<file path="src/rtl/rc4_pkg.sv">
// Shared types and constants for the RC4 key-search sequencer:
// FSM states, the 3-byte key bundle and the printable-plaintext rule.
package rc4_pkg;

    typedef enum logic [2:0] {
        IDLE,
        LAUNCH,
        ARM,
        WAIT,
        READ,
        CHECK,
        FOUND,
        FAIL
    } ks_state_t;

    typedef logic [2:0][7:0] key_t;

    localparam logic [7:0] CH_LO = 8'h61;
    localparam logic [7:0] CH_HI = 8'h7A;
    localparam logic [7:0] CH_SP = 8'h20;

    // Lower-case letters and space are the only acceptable plaintext bytes
    function automatic logic is_plain(input logic [7:0] b);
        return ((b >= CH_LO) && (b <= CH_HI)) || (b == CH_SP);
    endfunction

endpackage

</file>
<file path="src/rtl/msg_scanner.sv">
// Walks the decrypted-message RAM one byte per cycle, checking each byte
// one cycle after its address was issued to absorb the RAM read latency.
module msg_scanner
    import rc4_pkg::*;
#(
    parameter int MSG_LEN = 32
) (
    input  logic       clk,
    input  logic       reset,
    input  logic       scan_go,
    input  logic [7:0] msg_q,
    output logic [7:0] msg_addr,
    output logic       valid,
    output logic       abort,
    output logic       pass
);

    localparam logic [7:0] LAST_ADDR = 8'(MSG_LEN - 1);

    logic run;
    logic chk;
    logic chk_last;
    logic byte_ok;

    assign byte_ok = is_plain(msg_q);
    assign valid   = chk;
    assign abort   = chk && !byte_ok;
    assign pass    = chk && chk_last && byte_ok;

    // chk marks the cycle in which msg_q holds the byte addressed one cycle earlier
    always_ff @(posedge clk) begin
        if (reset) begin
            msg_addr <= 8'd0;
            run      <= 1'b0;
            chk      <= 1'b0;
            chk_last <= 1'b0;
        end else if (scan_go) begin
            msg_addr <= 8'd0;
            run      <= 1'b1;
            chk      <= 1'b0;
            chk_last <= 1'b0;
        end else if (abort || pass) begin
            run      <= 1'b0;
            chk      <= 1'b0;
            chk_last <= 1'b0;
        end else begin
            chk      <= run;
            chk_last <= run && (msg_addr == LAST_ADDR);
            if (run) begin
                if (msg_addr == LAST_ADDR) begin
                    run <= 1'b0;
                end else begin
                    msg_addr <= msg_addr + 8'd1;
                end
            end
        end
    end

endmodule

</file>
<file path="src/rtl/key_search_ctrl.sv">
// Brute-force RC4 key sequencer: launches arcfour per candidate key and
// scans the decrypted message, stopping on the first printable result.
module key_search_ctrl
    import rc4_pkg::*;
#(
    parameter logic [23:0] KEY_FIRST = 24'h000000,
    parameter logic [23:0] KEY_LAST  = 24'h3FFFFF,
    parameter int          MSG_LEN   = 32
) (
    input  logic        clk,
    input  logic        reset,
    input  logic        start,
    output key_t        key,
    output logic        arc_start,
    input  logic        arc_finished,
    output logic [7:0]  msg_addr,
    input  logic [7:0]  msg_q,
    output logic        busy,
    output logic        found,
    output logic        failed,
    output logic [23:0] cur_key
);

    ks_state_t state;
    logic      scan_go;
    logic      scan_valid;
    logic      scan_abort;
    logic      scan_pass;

    // arcfour expects the most significant key byte in element 0
    assign key     = {cur_key[7:0], cur_key[15:8], cur_key[23:16]};
    assign scan_go = (state == WAIT) && arc_finished;

    msg_scanner #(
        .MSG_LEN(MSG_LEN)
    ) u_scanner (
        .clk     (clk),
        .reset   (reset),
        .scan_go (scan_go),
        .msg_q   (msg_q),
        .msg_addr(msg_addr),
        .valid   (scan_valid),
        .abort   (scan_abort),
        .pass    (scan_pass)
    );

    // ARM exists so a finished level left over from the previous key is never taken as done
    always_ff @(posedge clk) begin
        if (reset) begin
            state     <= IDLE;
            cur_key   <= KEY_FIRST;
            busy      <= 1'b0;
            found     <= 1'b0;
            failed    <= 1'b0;
            arc_start <= 1'b0;
        end else begin
            arc_start <= 1'b0;
            case (state)
                IDLE, FOUND, FAIL: begin
                    if (start) begin
                        state     <= LAUNCH;
                        cur_key   <= KEY_FIRST;
                        busy      <= 1'b1;
                        found     <= 1'b0;
                        failed    <= 1'b0;
                        arc_start <= 1'b1;
                    end
                end
                LAUNCH: state <= ARM;
                ARM:    state <= WAIT;
                WAIT: begin
                    if (arc_finished) begin
                        state <= READ;
                    end
                end
                READ: state <= CHECK;
                CHECK: begin
                    if (scan_valid) begin
                        if (scan_abort) begin
                            if (cur_key == KEY_LAST) begin
                                state  <= FAIL;
                                busy   <= 1'b0;
                                failed <= 1'b1;
                            end else begin
                                cur_key   <= cur_key + 24'd1;
                                state     <= LAUNCH;
                                arc_start <= 1'b1;
                            end
                        end else if (scan_pass) begin
                            state <= FOUND;
                            busy  <= 1'b0;
                            found <= 1'b1;
                        end
                    end
                end
                default: state <= IDLE;
            endcase
        end
    end

endmodule

</file>
<file path="config.mk">
export PLATFORM = sky130hd
export DESIGN_NAME = key_search_ctrl
export DESIGN_NICKNAME = d
export VERILOG_FILES = /design/src/rtl/rc4_pkg.sv /design/src/rtl/msg_scanner.sv /design/src/rtl/key_search_ctrl.sv
export SDC_FILE = /design/constraint.sdc
export NUM_CORES = 1
export LEC_CHECK = 0
export ABC_AREA = 1
export CORE_MARGIN = 2
export CORE_UTILIZATION = 39
export CTS_CLUSTER_SIZE = 25
export DETAILED_ROUTE_END_ITERATION = 10
export DONT_BUFFER_PORTS = 1
export SLEW_MARGIN = 20
export SYNTH_ARGS = -nofsm -noshare
export SYNTH_HDL_FRONTEND = slang
export SYNTH_SLANG_ARGS = --single-unit
</file>
<file path="constraint.sdc">
create_clock -name clk -period 5.3 [get_ports clk]
set_input_delay 1.06 -clock clk [delete_from_list [all_inputs] [get_ports clk]]
set_output_delay 1.06 -clock clk [all_outputs]
set_load 0.01 [all_outputs]
</file>
Word-level counts from Yosys, hierarchy flattened
Index checks and enable logic that the tools add are counted.
Operators by class
  add/sub/neg operators: 2
  magnitude comparators: 2
  equal/unequal tests: 20
  multiplexer cells: 36
  bitwise operators: 2
  reductions and logical operators: 20
Operator list (number)
  two-way mux 24 bit: 4
  case mux 24 bit (2 select lines): 1
  adder 24 x 1 -> 24 bit, second input constant: 1
  equality test 24 x 22 -> 1 bit, second input constant: 1
  two-way mux 1 bit: 20
  AND reduction 5 bit: 4
  two-way mux 3 bit: 6
  case mux 3 bit (6 select lines): 1
  equality test 3 bit, second input constant: 4
  != test 2 bit, second input constant: 5
  adder 8 x 1 -> 8 bit, second input constant: 1
  equality test 8 x 5 -> 1 bit, second input constant: 1
  equality test 8 x 6 -> 1 bit, second input constant: 1
  >= comparator 8 x 7 -> 1 bit, second input constant: 1
  <= comparator 8 x 7 -> 1 bit, second input constant: 1
  case mux 1 bit (2 select lines): 4
  equality test 3 x 2 -> 1 bit, second input constant: 2
  logical AND 1 bit: 6
  != test 2 x 1 -> 1 bit, second input constant: 3
  OR reduction 3 bit: 2
  AND reduction 4 bit: 1
  equality test 3 x 1 -> 1 bit, second input constant: 1
  logical NOT 3 bit: 1
  != test 3 x 1 -> 1 bit, second input constant: 1
  other kinds (7): 9
Storage, ports and cells
  bits in registers: 42
  input bits: 12
  output and inout bits: 60

Depth between registers and ports, before layout
Gate-level depths: netlist of run 1.
  depth after elaboration: 8
  depth in mapped cells: 12

By module
From an unflattened synthesis of run 1, not the netlist that was laid out.
Second synthesis, totals
  cells, all modules: 449
  area, all modules: 2952.8 sq um
Modules (own cells, without submodules)
  key_search_ctrl: instances 1, cells an instance 356, area an instance 2262.2 sq um, seq. area each 620.6 sq um
  msg_scanner: instances 1, cells an instance 93, area an instance 690.7 sq um, seq. area each 220.2 sq um

Least setup slack after synthesis of run 1
OpenSTA, ideal clock, no wires.
  kind: input -> register
  start point: input port msg_q[4]
  end point: register u_scanner.msg_addr[4]
  setup time: 0.071 ns
  data arrival time: 2.176 ns
  path slack: 3.053 ns
  cell stages on the path: 11
  path through: nor2_1 nand3_1 nand2_1 nand2_1 nand2_1 nand2_1 nand2_1 clkinv_1 nand2_2 nand2_1 a21oi_1
Between the ends
  word-level cells in the longest chain between the ends: 8
Ends and longest elaborated chain
  start, declared: RTL line key_search_ctrl.sv:17  | input logic [7:0] msg_q,
  >= comparator 8 x 7 -> 1 bit or <= comparator 8 x 7 -> 1 bit (tied branches): RTL line rc4_pkg.sv:24  | return ((b >= CH_LO) && (b <= CH_HI)) || (b == CH_SP);
  logical AND 1 bit: RTL line rc4_pkg.sv:24
  logical OR 1 bit *: RTL line rc4_pkg.sv:24
  logical NOT 1 bit: RTL line msg_scanner.sv:27  | assign abort = chk && !byte_ok;
  logical AND 1 bit: RTL line msg_scanner.sv:27
  logical OR 1 bit *: RTL line msg_scanner.sv:42  | end else if (abort || pass) begin
  inverter 1 bit (no line) *
  AND reduction 3 bit (no line) *
  end signal, assigned: RTL line msg_scanner.sv:53  | msg_addr <= msg_addr + 8'd1;
  end, declared: RTL line msg_scanner.sv:12  | output logic [7:0] msg_addr,
Mark *: on every way between the ends. The rest lies on a longest branch, timed or not.
A chain may end at the register's enable or synchronous reset.

Final worst setup path of run 1
  start point: register cur_key[0]
  end point: register failed
Between the ends
  word-level cells in the longest chain between the ends: 3
Ends and longest elaborated chain
  start, declared: RTL line key_search_ctrl.sv:21  | output logic [23:0] cur_key
  start signal, assigned: RTL line key_search_ctrl.sv:85  | cur_key <= cur_key + 24'd1;
  equality test 24 x 22 -> 1 bit: RTL line key_search_ctrl.sv:80  | if (cur_key == KEY_LAST) begin
  != test 2 bit (no line)
  AND reduction 5 bit (no line)
  end signal, assigned: RTL line key_search_ctrl.sv:54  | failed <= 1'b0;
  end signal, assigned: RTL line key_search_ctrl.sv:65  | failed <= 1'b0;
  end signal, assigned: RTL line key_search_ctrl.sv:83  | failed <= 1'b1;
  end, declared: RTL line key_search_ctrl.sv:20  | output logic failed,
Every way passes these cells.

==> flow_summary.toml, run 1 <==
[status]
outcome = "finished clean"

[power]
p_seq_frac = 0.388
peakVddDrop_v = 0.000199
internal_power_uw = 560
power_leakage_nw = 0.956
switching_share = 0.455
switchingPower_uw = 469
pwr-share-clk = 0.219
power_density_mw_per_mm2 = 373
pwr-share-comb = 0.393

[min_path]
worstHoldStart = "u_scanner.run"
hold_path.class = "reg2reg"

[placed_design]
dp.cells = 510
hpwlAfterDp_um = 5300
postPlaceCellArea_sq_mm = 0.00266
place.gp.congestion = 0.874
port-buffer-count = 0

[drt]
post_drt_wl_per_cell_um = 13.8
drc = 0
vias_per_cell = 5.04
drt-total-wl_um = 7130
highest_layer = "met4"
wl_met2_um = 3390
ant_nets = 0
drt-met1-wl_um = 3140
first_pass_iters = 4
route.met3.wl_um = 489
via_count = 2612
drt-initial-drc-count = 94

[finish]
fin_area_sq_mm = 0.00276
area_delta_synth_final_pct = -1.12
multi_input_area_sq_mm = 0.00152
final_common_cell = "nand2_1"
final_nets = 435
finish.utilization = 0.401
layout.cells.non_filler = 518
regMostFlops = "cur_key"
regArea_sq_um = 841
fillers = 766
biggestRegsByFlops = "cur_key (24), u_scanner.msg_addr (8), state (3)"
layout_common_cells = "nand2_1, nor2_1, inv_1, dfxtp_1, a21oi_1"
layout-drive-gt1-share = 0.0569
diodes = 0
largest_register_ffs = 24

[synth]
syn-num-nets = 461
ys_warn_count = 0
netlist_instances = 447
synth_cell_types = 32
syn_area_sq_mm = 0.00279
ys_seq_area_frac = 0.302
avgSynthCellArea_sq_um = 6.23
ys_ff_latch = 42

[clocking]
numCtsBuffers = 5
htreeDepth = 2
clkSinkCount = 42
post_cts_resized = 0
holdBufCountCts = 0
insertion_delay_ps = 310
cts.clk_slew.worst_paths_ps = 90
cts.root.buffer_cell = "clkbuf_8"
cts_setup_buffers = 0
cts_tree = "done"
clock_path_buffers = 2

[grt]
grt_pass1_wl_um = 12000
grt_pass1_vias = 2533
antenna_found_initial = 0
grt_overflow = 0
track_usage = 0.197
grt_start_max_net_pins = 26

[sta]
finalHoldViolCount = 0
setup_viol = 0
skew_ps = 8.47
worst-slew-pin-transition_ps = 591
setup_tns_ps = 0
slew_viol_final = 0
finalCritPeriodShare = 0.468
fin_hold_ws_ps = 465
max-slew-margin-rel = 0.605
rsz0062_at_grt = "false"
fmax_mhz = 403
min_period_ps = 2480

[worst_setup_path]
cp-startpoint = "cur_key[0]"
max_stage_delay_ps = 640
path_class = "reg2reg"
end_kind = "flip-flop"
critPathBufInv = 2
startpoint_type = "flip-flop"
critPathTopFamily = "simple AND/OR/NAND/NOR gates"
cp.required_ps = 5550
crit_fanout = 9
cp.arrival_ps = 2730
crit_chain = "ha_1 > nand2_1 > inv_1 > nand2_1 > nor2_1 > inv_1 > nor2_1 > nand2_1 > nor3_1 > a31oi_1 > nor2_1"
slowest_stage = "dfxtp_1"
reg2reg_from = "cur_key[0]"

[die]
die_w_um = 88.5
die_y_um = 88.5
io_pins = 72
start_util = 0.406
dieArea_sq_mm = 0.00784
row_count = 30
core_area_sq_mm = 0.00687

[run]
cap_violations = 0
[tightest hold or removal path, cell delays in order (launching register included)]
cell and delay [ps]:
dfxtp_1 310, inv_1 60, nor3_1 50
[logic make-up after synthesis]
group	after synthesis	synth area share
AND/OR/NAND/NOR	260	0.403
buffers and inverters	78	0.153
AO/OA/AOI/OAI	56	0.105
flip-flops	42	0.302
XOR/XNOR	9	0.0283
adder cells (fa/ha/maj)	2	0.00898
[path summary, 6_finish.rpt]
kind	to	slack (ps)	cells after the start
max	failed	2820	11
min	u_scanner.valid	470	2
max reg2reg	failed	2820	11
min reg2reg	u_scanner.valid	470	2
[metrics by stage]
stage / power, mW / setup slack (ps)
floorplan: 0.795 / 3050
global placement: 0.810 / 2740
detailed placement: 0.818 / 2740
CTS: 1.05 / 2820
global route: 1.12 / 2480
finish: 1.03 / 2820
[synth_stat cells]
cell type	n	share of area
o21a_1	1	0.0027
clkinv_1	1	0.0013
nand3b_1	1	0.0027
inv_2	1	0.0013
a31oi_1	1	0.0022
xor2_1	5	0.016
nand2_2	6	0.013
clkbuf_1	4	0.0054
nor3b_4	1	0.0067
o21ai_1	1	0.0018
o21ai_0	12	0.022
nand2_4	2	0.0081
nand2_1	127	0.17
buf_6	3	0.012
nor2_1	70	0.094
o21bai_1	2	0.0054
xnor2_1	4	0.013
dfxtp_1	42	0.30
nor2_4	1	0.0040
and2_1	1	0.0022
nand3_2	1	0.0036
ha_1	2	0.0090
a22oi_1	1	0.0027
nand3_1	28	0.050
buf_4	26	0.070
inv_1	42	0.057
nor3_1	11	0.020
nand4_1	8	0.018
a21oi_1	38	0.068
nand4_2	1	0.0045
bufinv_8	1	0.0063
nor2_2	2	0.0045
[metal layers]
metal  up-vias  GRT usage
li1       1349          -
met5         -          0
met3        10     0.0466
met4         0     0.0730
met2        79      0.337
met1      1174      0.241
[layout make-up]
| cell class | instances | share of cell area |
|---|---|---|
| well taps | 96 | 0.0436 |
| flip-flops and latches | 42 | 0.305 |
| multi-input cells | 327 | 0.551 |
| clock inverters | 3 | 0.00863 |
| clock buffers | 5 | 0.0250 |
| inverters | 45 | 0.0663 |
[power groups by stage]
stage          Combinational, mW  Sequential (mW)  Clock, mW
2_1_floorplan              0.404            0.391          0
3_3_place_gp               0.402            0.408          0
3_5_place_dp               0.410            0.408          0
4_1_cts                    0.410            0.401      0.235
5_1_grt                    0.461            0.407      0.247
6_report                   0.404            0.400      0.225
No activity file was read; power rests on OpenSTA's default activity.
==> run 2, diff against run 1 <==
clock period = 2.4 ns   (was 5.3 ns; I/O delays follow)
==> run 2 against run 1 <==
Net effect:
- count of clock-buffer cells in the layout unchanged
- largest power group unchanged
- sequential power up 110%
- hold slack worse by 250 ps
- die area stayed put
- cell area up 6.6%
- global-route usage grew 1.2 points
==> flow_summary.toml, run 2 (synthesis results as in run 1) <==
[clocking]
cts.root.buffer_cell = "clkbuf_8"
numCtsBuffers = 5
cts_tree = "done"
cts.clk_slew.worst_paths_ps = 100
post_cts_resized = 0
cts_setup_buffers = 0
clkSinkCount = 42
clock_path_buffers = 2
htreeDepth = 2
insertion_delay_ps = 310
holdBufCountCts = 0

[drt]
ant_nets = 0
drc = 0
first_pass_iters = 4
vias_per_cell = 4.98
drt-initial-drc-count = 148
post_drt_wl_per_cell_um = 13.7
drt-total-wl_um = 7420
via_count = 2699

[finish]
final_nets = 459
layout.cells.non_filler = 542
regMostFlops = "cur_key"
final_common_cell = "nand2_1"
area_delta_synth_final_pct = 5.39
largest_register_ffs = 24
biggestRegsByFlops = "cur_key (24), u_scanner.msg_addr (8), state (3)"
fillers = 757
diodes = 0
layout_common_cells = "nand2_1, nor2_1, inv_1, dfxtp_1, a21oi_1"
layout-drive-gt1-share = 0.108
finish.utilization = 0.428

[power]
power_mw = 2.36
power_density_mw_per_mm2 = 802
power_leakage_nw = 1.09
peakVddDrop_v = 0.000452

[sta]
setup_viol = 0
fmax_mhz = 481
slew_viol_final = 0
finalCritPeriodShare = 0.867
worst-slew-pin-transition_ps = 590
skew_ps = 12.7
min_period_ps = 2080
rsz0062_at_grt = "false"
setup_tns_ps = 0
finalHoldViolCount = 0
max-slew-margin-rel = 0.605

[status]
outcome = "finished clean"

[worst_setup_path]
critPathTopFamily = "simple AND/OR/NAND/NOR gates"
crit_chain = "nand2_1 > inv_1 > nand2_1 > nor2_1 > inv_1 > nor2_1 > nand2_1 > nor3_1 > a31oi_1 > nor2_1"
timing.rr.end = "failed"
cp.arrival_ps = 2340
path_class = "reg2reg"
cp.required_ps = 2660
cp-startpoint = "cur_key[4]"
worst-path-stages = 10
slowest_stage = "dfxtp_1"
reg2regPathDepth = 10
critPathBufInv = 2
ff2ff_setup_slack_ps = 320
max_stage_delay_ps = 570
reg2reg_from = "cur_key[4]"
end_kind = "flip-flop"
crit_fanout = 8
startpoint_type = "flip-flop"

[grt]
grt_pass1_wl_um = 12700
grt_overflow = 0
track_usage = 0.209
grt_start_max_net_pins = 26
antenna_found_initial = 0
grt_pass1_vias = 2613

[min_path]
holdPathStages = 1
worst_hold_path.endpoint = "cur_key[23]"
worstHoldStart = "reset"
hold_path.class = "in2reg"

[die]
die_y_um = 88.5
dieArea_sq_mm = 0.00784
die_w_um = 88.5
io_pins = 72
core_area_sq_mm = 0.00687
start_util = 0.406
row_count = 30

[run]
cap_violations = 0

[placed_design]
hpwlAfterDp_um = 5630
dp.cells = 534
port-buffer-count = 0
place.gp.congestion = 0.892
## run 2: changes by cell type in the layout (fill, tap and decap cells not counted), sizes merged
cell,previous run,this run
clkinvlp,2,1
buf,0,24
clkinv,1,2
## run 2: area by class of cell
cell class | instances | area [sq um] | share of cell area
Tap cell | 96 | 120 | 0.0409
Timing Repair Buffer | 24 | 180 | 0.0614
Multi-Input combinational cell | 327 | 1520 | 0.517
Clock buffer | 5 | 68.8 | 0.0234
Sequential cell | 42 | 841 | 0.286
Clock inverter | 3 | 25.0 | 0.00852
Inverter | 45 | 183 | 0.0622
## run 2: per-layer routing
| metal | GRT usage | share of wire | up-vias |
|---|---|---|---|
| met5 | 0 | 0 | - |
| met4 | 0.0661 | 0.011 | 0 |
| met3 | 0.0597 | 0.065 | 7 |
| met2 | 0.340 | 0.47 | 78 |
| met1 | 0.268 | 0.46 | 1223 |
| li1 | - | - | 1391 |
## run 2: power by group
part / switching [mW] / total [mW] / internal [mW]
clock: 0.294 / 0.504 / 0.211
sequential: 0.0643 / 0.832 / 0.768
combinational: 0.702 / 1.02 / 0.317
## run 2: stage by stage
step | hold slack (ps) | cell area (sq um) | worst slack, ps
after floorplan | 432 | 2790 | 523
after global placement | 456 | 2840 | 317
after detailed placement | 468 | 2840 | 349
after CTS | 213 | 2940 | 312
after global routing | 198 | 2940 | 44.7
final | 217 | 2940 | 319
## run 2: how the worst max path moves through the flow
| stage | to | slack [ps] |
|---|---|---|
| global placement | failed | 320 |
| finish | failed | 320 |
| detailed placement | cur_key[11] | 350 |
| floorplan | cur_key[2] | 520 |
| global route | cur_key[17] | 40 |
| CTS | cur_key[11] | 310 |
==> run 3, diff against run 2 <==
clock period = 2.5 ns   (was 2.4 ns; I/O delays follow)
==> run 3 against run 2 <==
Net effect:
- hold slack better by 38 ps
- flip-flop and latch count stayed put
- sequential share of layout area is 0.12 points lower
- clock power is 11% higher
- cell area is 0.43% higher
- combinational power is 6% lower
- worst setup slack better by 93 ps
- core utilization is 0.18 points higher
- final cell count is 0.18% lower
- register-to-register slack better by 90 ps
- global-route usage is 1.3 points lower
- count of clock-buffer cells in the layout stayed put
- largest power group unchanged
==> flow_summary.toml, run 3 (synthesis results as in run 1) <==
[status]
outcome = "finished clean"

[clocking]
numCtsBuffers = 5
cts_setup_buffers = 0
post_cts_resized = 0
htreeDepth = 2
holdBufCountCts = 0
clock_path_buffers = 2
insertion_delay_ps = 300
clkSinkCount = 42
cts.root.buffer_cell = "clkbuf_8"
cts_tree = "done"
cts.clk_slew.worst_paths_ps = 90

[grt]
antenna_found_initial = 0
grt_start_max_net_pins = 26
grt_overflow = 0
grt_pass1_wl_um = 12000
track_usage = 0.196
grt_pass1_vias = 2559

[finish]
finish.utilization = 0.429
area_delta_synth_final_pct = 5.84
regMostFlops = "cur_key"
biggestRegsByFlops = "cur_key (24), u_scanner.msg_addr (8), state (3)"
layout_common_cells = "nand2_1, nor2_1, inv_1, dfxtp_1, a21oi_1"
layout-drive-gt1-share = 0.106
final_nets = 458
largest_register_ffs = 24
layout.cells.non_filler = 541
diodes = 0
final_common_cell = "nand2_1"

[placed_design]
place.gp.congestion = 0.936
dp.cells = 533
port-buffer-count = 0
hpwlAfterDp_um = 5510

[drt]
vias_per_cell = 4.97
drt-total-wl_um = 7250
via_count = 2689
ant_nets = 0
drt-initial-drc-count = 145
post_drt_wl_per_cell_um = 13.4
drc = 0
first_pass_iters = 4

[power]
power_density_mw_per_mm2 = 784
power_leakage_nw = 1.09
power_mw = 2.31
peakVddDrop_v = 0.000570

[die]
io_pins = 72
die_w_um = 88.5
row_count = 30
core_area_sq_mm = 0.00687
die_y_um = 88.5
start_util = 0.406
dieArea_sq_mm = 0.00784

[worst_setup_path]
crit_fanout = 4
max_stage_delay_ps = 340
cp.required_ps = 2740
path_class = "reg2reg"
end_kind = "flip-flop"
startpoint_type = "flip-flop"
crit_chain = "ha_1 > nand2_1 > inv_1 > nand2_1 > nor2_1 > inv_1 > nor2_1 > nand2_1 > nor3_1 > a31oi_1 > nor2_1"
slowest_stage = "dfxtp_1"
cp.arrival_ps = 2330

[sta]
max-slew-margin-rel = 0.608
fin_hold_ws_ps = 254
finalHoldViolCount = 0
worst-slew-pin-transition_ps = 586
setup_tns_ps = 0
skew_ps = 3.64
setup_viol = 0
min_period_ps = 2090
fmax_mhz = 479
rsz0062_at_grt = "false"
slew_viol_final = 0
finalCritPeriodShare = 0.835

[min_path]
hold_path.class = "in2reg"

[run]
cap_violations = 0
-- run 3: changes by cell type in the layout (fill, tap and decap cells not counted) --
| cell | before | now |
|---|---|---|
| buf_4 | 24 | 23 |
| bufinv_16 | 0 | 1 |
| clkinv_4 | 1 | 0 |
| clkinvlp_4 | 1 | 2 |
| inv_6 | 1 | 0 |
-- run 3: worst paths after layout --
| path | from | to | slack, ps | depth (start not counted) |
|---|---|---|---|---|
| setup reg to reg | cur_key[0] | failed | 410 | 11 |
| hold / removal | reset | cur_key[23] | 250 | 1 |
| hold reg to reg | u_scanner.run | u_scanner.valid | 470 | 2 |
| setup / recovery | cur_key[0] | failed | 410 | 11 |
-- run 3: area by class of cell --
class                           instances  area, sq um
Tap cell                               96          120
Clock buffer                            5         68.8
Clock inverter                          3         45.0
Sequential cell                        42          841
Inverter                               45          183
Multi-Input combinational cell        327         1520
Timing Repair Buffer                   23          173
Fill cell                             751         3920
-- run 3: power by group --
| group | internal (mW) | switching, mW |
|---|---|---|
| Sequential | 0.737 | 0.0532 |
| Clock | 0.297 | 0.262 |
| Combinational | 0.284 | 0.678 |
-- run 3: critical path, delay by kind of cell (launching register included) --
kind,cells,cell delay [ps]
simple gates,7,1090
compound gates,1,120
fa+ha+maj,1,240
buf+inv,2,260
flops,1,340
-- run 3: routing by layer --
metal | wire length [um] | track usage
met1 | 3350 | 0.245
met2 | 3370 | 0.328
met3 | 464 | 0.0700
met4 | 72 | 0.0358
met5 | 0 | 0
-- run 3: through the flow --
step	area [sq um]	worst slack [ps]
finish	2950	412
global route	2950	133
CTS	2950	411
detailed placement	2840	432
global placement	2840	468
floorplan	2790	623
